File: src/rtl/if_fetch_unit.sv
// Instruction fetch unit: one-request-deep IMEM fetcher feeding a single IF/ID slot,
// with a one-entry skid buffer, flush/redirect draining and fetch-exception capture.
`timescale 1ns/1ps

module if_fetch_unit #(
  parameter logic [63:0] RESET_PC = 64'h0
) (
  input  logic        clk,
  input  logic        rst,
  input  logic        stall,
  input  logic        flush,
  input  logic [63:0] redirect_pc,
  output logic        imem_req,
  output logic [63:0] imem_addr,
  input  logic        imem_ready,
  input  logic [31:0] imem_rdata,
  input  logic        imem_fault,
  output logic [63:0] pc_if,
  output logic [63:0] npc_if,
  output logic [31:0] inst_if,
  output logic        valid_if,
  output logic        except_happen_if,
  output logic [3:0]  ecause_if,
  output logic        if_busy
);

  typedef enum logic [2:0] {
    ST_IDLE  = 3'd0,
    ST_REQ   = 3'd1,
    ST_BUF   = 3'd2,
    ST_DRAIN = 3'd3,
    ST_EXC   = 3'd4
  } state_t;

  typedef struct packed {
    logic [63:0] pc;
    logic [31:0] inst;
    logic        exc;
    logic [3:0]  cause;
  } entry_t;

  localparam entry_t ENTRY_EMPTY = '{pc: 64'h0, inst: 32'h0, exc: 1'b0, cause: 4'h0};

  function automatic logic [63:0] pc_inc(input logic [63:0] pc);
    return pc + 64'd4;
  endfunction

  function automatic entry_t mk_entry(input logic [63:0] pc, input logic [31:0] inst,
                                      input logic exc, input logic [3:0] cause);
    entry_t e;
    e.pc    = pc;
    e.inst  = inst;
    e.exc   = exc;
    e.cause = cause;
    return e;
  endfunction

  state_t      r_state;
  logic [63:0] r_fetch_pc;
  logic        r_slot_full;
  entry_t      r_slot;
  entry_t      r_buf;
  logic        r_imem_req;
  logic [63:0] r_imem_addr;
  logic [63:0] r_npc;
  logic        r_valid;
  logic        r_busy;

  state_t      w_state;
  logic [63:0] w_fetch_pc;
  logic        w_slot_full;
  entry_t      w_slot;
  entry_t      w_buf;
  logic        w_imem_req;
  logic [63:0] w_imem_addr;
  logic        w_consume;
  logic        w_slot_free;
  logic        w_pending;
  entry_t      w_resp;

  assign w_consume   = r_slot_full & ~stall & ~flush;
  assign w_slot_free = ~r_slot_full | w_consume;
  // A request is still in flight at this edge unless its response arrives now
  assign w_pending   = r_imem_req & ~imem_ready;
  assign w_resp      = mk_entry(r_fetch_pc, imem_fault ? 32'h0 : imem_rdata, imem_fault,
                                imem_fault ? 4'd1 : 4'd0);

  // Next-state, slot/buffer and request-output computation
  always_comb begin
    w_state     = r_state;
    w_fetch_pc  = r_fetch_pc;
    w_slot_full = r_slot_full;
    w_slot      = r_slot;
    w_buf       = r_buf;
    w_imem_req  = 1'b0;
    w_imem_addr = 64'h0;

    if (w_consume) begin
      w_slot_full = 1'b0;
      w_slot      = ENTRY_EMPTY;
    end else begin
      w_slot_full = r_slot_full;
    end

    case (r_state)
      ST_IDLE: begin
        w_state    = ST_REQ;
        w_fetch_pc = RESET_PC;
      end
      ST_REQ: begin
        if (r_fetch_pc[1:0] != 2'b00) begin
          if (w_slot_free) begin
            w_slot_full = 1'b1;
            w_slot      = mk_entry(r_fetch_pc, 32'h0, 1'b1, 4'd0);
            w_state     = ST_EXC;
          end else begin
            w_state = ST_REQ;
          end
        end else if (imem_ready) begin
          w_fetch_pc = pc_inc(r_fetch_pc);
          if (w_slot_free) begin
            w_slot_full = 1'b1;
            w_slot      = w_resp;
            w_state     = imem_fault ? ST_EXC : ST_REQ;
          end else begin
            w_buf   = w_resp;
            w_state = ST_BUF;
          end
        end else begin
          w_state = ST_REQ;
        end
      end
      ST_BUF: begin
        if (w_consume) begin
          w_slot_full = 1'b1;
          w_slot      = r_buf;
          w_buf       = ENTRY_EMPTY;
          w_state     = r_buf.exc ? ST_EXC : ST_REQ;
        end else begin
          w_state = ST_BUF;
        end
      end
      ST_DRAIN: begin
        if (imem_ready) begin
          w_state = ST_REQ;
        end else begin
          w_state = ST_DRAIN;
        end
      end
      ST_EXC: begin
        w_state = ST_EXC;
      end
      default: begin
        w_state    = ST_IDLE;
        w_fetch_pc = RESET_PC;
      end
    endcase

    if (flush) begin
      w_slot_full = 1'b0;
      w_slot      = ENTRY_EMPTY;
      w_buf       = ENTRY_EMPTY;
      w_fetch_pc  = redirect_pc;
      w_state     = w_pending ? ST_DRAIN : ST_REQ;
    end else begin
      w_fetch_pc = w_fetch_pc;
    end

    // DRAIN keeps presenting the abandoned request until memory answers it
    if (w_state == ST_DRAIN) begin
      w_imem_req  = 1'b1;
      w_imem_addr = r_imem_addr;
    end else if (w_state == ST_REQ && w_fetch_pc[1:0] == 2'b00) begin
      w_imem_req  = 1'b1;
      w_imem_addr = w_fetch_pc;
    end else begin
      w_imem_req  = 1'b0;
      w_imem_addr = 64'h0;
    end
  end

  // State, fetch PC, slot and skid-buffer registers
  always_ff @(posedge clk or negedge rst) begin
    if (!rst) begin
      r_state     <= ST_IDLE;
      r_fetch_pc  <= RESET_PC;
      r_slot_full <= 1'b0;
      r_slot      <= ENTRY_EMPTY;
      r_buf       <= ENTRY_EMPTY;
    end else begin
      r_state     <= w_state;
      r_fetch_pc  <= w_fetch_pc;
      r_slot_full <= w_slot_full;
      r_slot      <= w_slot;
      r_buf       <= w_buf;
    end
  end

  // Registered request and slot-status outputs
  always_ff @(posedge clk or negedge rst) begin
    if (!rst) begin
      r_imem_req  <= 1'b0;
      r_imem_addr <= 64'h0;
      r_npc       <= 64'h0;
      r_valid     <= 1'b0;
      r_busy      <= 1'b0;
    end else begin
      r_imem_req  <= w_imem_req;
      r_imem_addr <= w_imem_addr;
      r_npc       <= w_slot_full ? pc_inc(w_slot.pc) : 64'h0;
      r_valid     <= w_slot_full & ~w_slot.exc;
      r_busy      <= ~w_slot_full & (w_state != ST_EXC);
    end
  end

  assign imem_req         = r_imem_req;
  assign imem_addr        = r_imem_addr;
  assign pc_if            = r_slot.pc;
  assign npc_if           = r_npc;
  assign inst_if          = r_slot.inst;
  assign valid_if         = r_valid;
  assign except_happen_if = r_slot.exc;
  assign ecause_if        = r_slot.cause;
  assign if_busy          = r_busy;

endmodule

File: config.mk
export PLATFORM = sky130hd
export DESIGN_NAME = if_fetch_unit
export DESIGN_NICKNAME = d
export VERILOG_FILES = /design/src/rtl/if_fetch_unit.sv
export SDC_FILE = /design/constraint.sdc
export NUM_CORES = 1
export LEC_CHECK = 0
export CAP_MARGIN = 40
export CORE_MARGIN = 1
export CORE_UTILIZATION = 45
export DETAILED_ROUTE_END_ITERATION = 7
export DONT_BUFFER_PORTS = 1
export HOLD_SLACK_MARGIN = 0.1
export SYNTH_ARGS = -nofsm -noshare
export SYNTH_HDL_FRONTEND = slang
export SYNTH_SLANG_ARGS = --single-unit
File: constraint.sdc
create_clock -name clk -period 3.9 [get_ports clk]
set_clock_uncertainty 0.05 [all_clocks]
set_input_delay 0.78 -clock clk [delete_from_list [all_inputs] [get_ports clk]]
set_output_delay 0.78 -clock clk [all_outputs]
set_load 0.03 [all_outputs]
==> flow_metrics.tcl, run 1 <==
set metrics [dict create \
    worstPathCellList "buf_4, nor3b_2, a32o_1, mux2i_1, or4b_1, nor4b_4, nand4_4, buf_4, nor4b_2, xnor2_1, nor2_1" \
    clk_latency_ns 0.59 \
    p_leak_uw 0.00999 \
    cap_violations 0 \
    synth_edf_count 0 \
    clkTransAtPathRegs_ns 0.06 \
    die_area_um2 46000 \
    path_buf_inv 2 \
    rr_startpoint "r_state[2]" \
    setup_viol 0 \
    ys_seq_area_frac 0.490 \
    cellPowerDensity_nw_per_um2 817 \
    ant_nets 0 \
    ys.flop_type "dfrtp_1" \
    critical-path-slowest-cell "or4b_1" \
    syn-num-nets 2350 \
    grt_start_max_net_pins 398 \
    hpwl_mm 51.0 \
    cp.arrival_ns 4.10 \
    cts_root_buf "clkbuf_16" \
    drive_gt1_frac 0.134 \
    r2r-end "npc_if[49]" \
    min_path_type "in -> async" \
    crit_type "reg -> reg" \
    async_reset_ff_frac 1.00 \
    fmax_mhz 269 \
    die_h_um 214 \
    violations "negative hold slack, max-slew violations" \
    die_w_um 214 \
    first_iter_violations 2305 \
    wire_per_inst_um 25.2 \
    htreeDepth 2 \
    area.growth.synth_to_final_pct 14.8 \
    cts_buffers 45 \
    syn_area_per_cell_um2 9.04 \
    grt_pass1_wl_mm 111 \
    nets 2361 \
    clock-sinks 397 \
    cts_tree "built" \
    place.gp.congestion 0.923 \
    fin_crit_ns 3.71 \
    dr_total_vias 18200 \
    final_cell_mix "dfrtp_1, nand2_1, a21oi_1, o21ai_0, buf_4" \
    cp_top_family "simple AND/OR/NAND/NOR gates" \
    worst_pin_slew_ns 1.86 \
    fin_setup_tns_ns 0 \
    slew_viol_final 174 \
    holdWs_ns -0.161 \
    drc 0 \
    cts_setup_buffers 0 \
    ir_drop_uv 429 \
    overflow 0 \
    clk_path_buf_depth 3 \
    grt_use_total 0.314 \
    ios 334 \
    end_kind "flip-flop" \
    coreArea_um2 44300 \
    slew_headroom -0.238 \
    final_common_cell "dfrtp_1" \
    dr.pass1.iters 7 \
    grt_pass1_vias 17400 \
    grt_setup_unrepaired "no" \
    start_kind "flip-flop" \
    ys_seq_elements 397 \
    path_max_fanout 8 \
    outcome "finished with violations" \
    num_rows 77 \
    r2r_cells 11 \
    netlist_area_um2 20300 \
    routed_wl_mm 72.7 \
    crit_required_ns 4.29 \
    initial_core_util 0.458 \
    yosysUniqueCellTypes 96 \
    antenna_found_initial 3 \
    portBuffers 0 \
    r2r_slack_ns 0.19 \
    slowest_delay_ns 0.72 \
    dp.cells 2802 \
    syn_inst 2246 \
    critPathMostFrequentCell "buf_4" \
    final.period_utilization 0.952 \
    viasPerCell 6.29 \
    stdcell_count 2888 \
    finalHoldViolCount 82 \
    yosys_warnings 0 \
]
state kept, by name, summed over array words and instances, names as in the netlist:
register and flops:
ecause_if 4, if_busy 1, r_buf 97, valid_if 1, pc_if 64, r_slot_full 1, imem_req 1, npc_if 64
r_state 3, imem_addr 64, r_fetch_pc 64, inst_if 32, except_happen_if 1
cell type report:
type / instances / area, um2
flip-flops and latches: 397 / 9930
clock buffers: 61 / 1340
well taps: 592 / 741
multi-input cells: 1600 / 9450
diodes: 4 / 10.0
fillers: 4092 / 21000
repair buffers: 163 / 1360
clock inverters: 21 / 289
inverters: 50 / 188
what timing repair did:
action	CTS	global route
gates resized for setup	0	3
setup endpoints to repair	0	21
endpoints found under the hold margin	397	397
metrics by stage:
step	util	power (uW)	hold slack (ns)	setup slack, ns	area [um2]
floorplan	-	11600	0.390	0.0259	20400
global placement	0.487	14100	0.403	0.154	21600
detailed placement	0.488	14200	0.414	0.154	21600
CTS	0.525	18900	-0.178	0.155	23300
global route	0.526	19900	-0.186	0.00244	23300
finish	0.526	19000	-0.161	0.187	23300
per-layer routing:
metal / global-route usage / routed length, um / share of wire / vias to the layer above
met2: 0.436 / 30200 / 0.41 / 864
met4: 0.0857 / 1860 / 0.026 / 2
li1: - / - / - / 8164
met5: 0 / 12 / 0.00016 / -
met1: 0.476 / 33500 / 0.46 / 9026
met3: 0.0827 / 7220 / 0.099 / 110
kinds of logic after synthesis:
family	synth area share
xor+xnor	0.0225
simple gates	0.200
compound gates	0.232
mux	0.00536
flops	0.490
buf+inv	0.0496
fa+ha+maj	0.00123
synth_stat cells (5+ instances only):
master,count,area (um2)
a41oi_1,8,70.1
buf_1,20,75.1
a211oi_1,10,75.1
a21oi_1,194,971
and2_1,25,156
o211ai_1,6,45.0
o311ai_0,8,70.1
xnor2_1,41,359
nand2b_1,14,87.6
nand2_1,339,1270
nor4bb_1,7,70.1
nor2b_1,10,62.6
nand4_1,27,169
nand3_1,80,400
o41ai_1,5,43.8
nor2_1,150,563
a21o_1,11,82.6
and4_1,10,87.6
a221o_1,8,80.1
a22o_1,71,622
a222oi_1,13,130
mux2_2,7,78.8
a22oi_1,24,180
o21ai_0,178,891
xor2_1,8,70.1
a32oi_1,8,70.1
o21a_1,8,60.1
inv_1,48,180
o22ai_1,8,50.1
a31oi_1,49,307
clkbuf_1,140,526
and3_1,18,113
a2bb2oi_1,17,149
buf_2,32,160
nor4_1,26,163
o31ai_1,32,240
or3_1,10,62.6
dfrtp_1,397,9930
a221oi_1,17,149
nor4_2,7,87.6
nor3_1,61,305
worst register-to-register path: stages (launching register included):
cell and delay, ns:
dfrtp_1 0.48, buf_4 0.22, nor3b_2 0.48, a32o_1 0.25, mux2i_1 0.12, or4b_1 0.72
nor4b_4 0.37, nand4_4 0.21, buf_4 0.19, nor4b_2 0.27, xnor2_1 0.15, nor2_1 0.05
power breakdown:
part | switching, uW | internal (uW) | total (uW)
registers | 2590 | 5090 | 7680
logic | 4250 | 2460 | 6720
clock network | 1820 | 2820 | 4640
worst max-delay path by stage:
| stage | startpoint | end | slack, ns | cells past startpoint |
|---|---|---|---|---|
| finish | r_state[2] | npc_if[49] | 0.19 | 11 |
| global route | r_state[2] | npc_if[59] | 0.002 | 12 |
| CTS | r_state[1] | npc_if[43] | 0.15 | 12 |
| detailed placement | flush | npc_if[51] | 0.15 | 12 |
| global placement | flush | npc_if[51] | 0.15 | 12 |
| floorplan | imem_ready | npc_if[26] | 0.03 | 16 |
No activity file was read; power rests on OpenSTA's default activity.
==> run 2: changes to the inputs <==
--- a/config.mk
+++ b/config.mk
@@ -6,6 +6,7 @@
 export NUM_CORES = 1
 export LEC_CHECK = 0
 export CAP_MARGIN = 40
+export CORE_ASPECT_RATIO = 0.9
 export CORE_MARGIN = 1
 export CORE_UTILIZATION = 45
 export DETAILED_ROUTE_END_ITERATION = 7
==> constraint.sdc (replaced) <==
create_clock -name clk -period 3.85 [get_ports clk]
set_clock_uncertainty 0.05 [all_clocks]
set_input_delay 0.77 -clock clk [delete_from_list [all_inputs] [get_ports clk]]
set_output_delay 0.77 -clock clk [all_outputs]
set_load 0.03 [all_outputs]
==> flow_metrics.tcl, run 2 (synthesis results as in run 1) <==
set metrics [dict create \
    crit_type "reg -> reg" \
    largest-register "r_buf" \
    die_h_um 203 \
    final_util 0.525 \
    die_w_um 226 \
    finalWorstSetupSlack_ns 0.197 \
    area.growth.synth_to_final_pct 14.7 \
    worstPathCellList "or3b_4, nor3_4, buf_4, o22ai_1, a21oi_1, and4bb_2, nand4_1, buf_4, nor3_2, a211o_1, nand2_1" \
    ios 334 \
    grt_pass1_wl_mm 112 \
    cts_buffers 42 \
    final_cell_mix "dfrtp_1, nand2_1, a21oi_1, o21ai_0, buf_4" \
    slew_viol_final 0 \
    cp_top_family "simple AND/OR/NAND/NOR gates" \
    slowest_delay_ns 0.60 \
    dr.pass1.iters 7 \
    fmax_mhz 274 \
    drc 0 \
    place.gp.congestion 0.930 \
    routed_wl_mm 75.0 \
    clk_latency_ns 0.58 \
    coreArea_um2 44300 \
    worst_pin_slew_ns 0.922 \
    drive_gt1_frac 0.134 \
    critPathMostFrequentCell "buf_4" \
    dp.cells 2816 \
    stdcell_count 2896 \
    nets 2369 \
    initial_core_util 0.458 \
    ant_nets 0 \
    fin_setup_tns_ns 0 \
    end_kind "flip-flop" \
    holdWs_ns -0.146 \
    cp.arrival_ns 4.11 \
    grt_start_max_net_pins 398 \
    final_common_cell "dfrtp_1" \
    ir_drop_uv 352 \
    viasPerCell 6.34 \
    path_buf_inv 2 \
    worstSetupStartpoint "r_state[2]" \
    hpwl_mm 52.6 \
    final.period_utilization 0.949 \
    cts_root_buf "clkbuf_16" \
    clkTransAtPathRegs_ns 0.07 \
    num_rows 73 \
    fin_crit_ns 3.65 \
    setup_viol 0 \
    critical-path-slowest-cell "nor3_4" \
    start_kind "flip-flop" \
    wire_per_inst_um 25.9 \
    pre_cts_ws_ns 0.0164 \
    clock-sinks 397 \
    overflow 0 \
    min_path_type "in -> async" \
    clk_path_buf_depth 3 \
    cap_violations 0 \
    die_area_um2 46000 \
    outcome "finished with violations" \
    first_iter_violations 2167 \
    crit_required_ns 4.31 \
    dr_total_vias 18400 \
    path_max_fanout 21 \
    grt_pass1_vias 17100 \
    cts_tree "built" \
    htreeDepth 2 \
    p_leak_uw 0.00998 \
    largest_reg_flops 97 \
    cellPowerDensity_nw_per_um2 827 \
    rr_startpoint "r_state[2]" \
    antenna_found_initial 3 \
    slew_headroom 0.385 \
    portBuffers 0 \
    finalHoldViolCount 396 \
    violations "negative hold slack" \
    grt_setup_unrepaired "no" \
    grt_use_total 0.323 \
]
==> run 2: changes by cell type in the layout (fill, tap and decap cells not counted), sizes merged <==
cell,previous run,this run
buf,163,173
bufinv,6,7
clkbuf,61,57
clkinv,7,8
clkinvlp,4,1
diode,4,2
inv,54,51
==> run 2: repair_timing <==
item	4_1_cts	5_1_grt
endpoints found under the hold margin	397	397
setup buffers	0	5
resized for setup	0	7
setup endpoints to repair	0	23
==> run 2: final cells by class <==
class                           instances  area, um2
Tap cell                              600        751
Multi-Input combinational cell       1600       9450
Clock buffer                           56       1190
Inverter                               50        188
Timing Repair Buffer                  174       1470
Fill cell                            4078      21000
Sequential cell                       397       9940
Clock inverter                         17        282
Antenna cell                            2       5.00
==> run 2: metal layers <==
layer	track usage	part of all wire	up-vias
li1	-	-	8193
met1	0.495	0.46	9125
met2	0.437	0.41	947
met3	0.101	0.12	101
met4	0.0734	0.019	2
met5	0	0.00023	-
==> run 2: metrics by stage <==
stage               area, um2  total power (uW)
floorplan               20400             11700
detailed placement      21700             14600
CTS                     23200             19100
finish                  23300             19200
global route            23300             20100
global placement        21700             14500
==> run 2: final timing paths <==
kind	to	slack, ns	depth (start not counted)
max	npc_if[56]	0.20	11
min	npc_if[16]	-0.15	0
max reg2reg	npc_if[56]	0.20	11
min reg2reg	r_buf[73]	0.43	2
max in group asynchronous	imem_addr[31]	3.28	0
min in group clk	inst_if[20]	0.22	1
==> run 2: report_power, final <==
| group | switching [uW] | internal, uW | leakage, uW |
|---|---|---|---|
| logic | 4500 | 2610 | 0.00402 |
| registers | 2590 | 5160 | 0.00523 |
| clock network | 1740 | 2650 | 0.000728 |
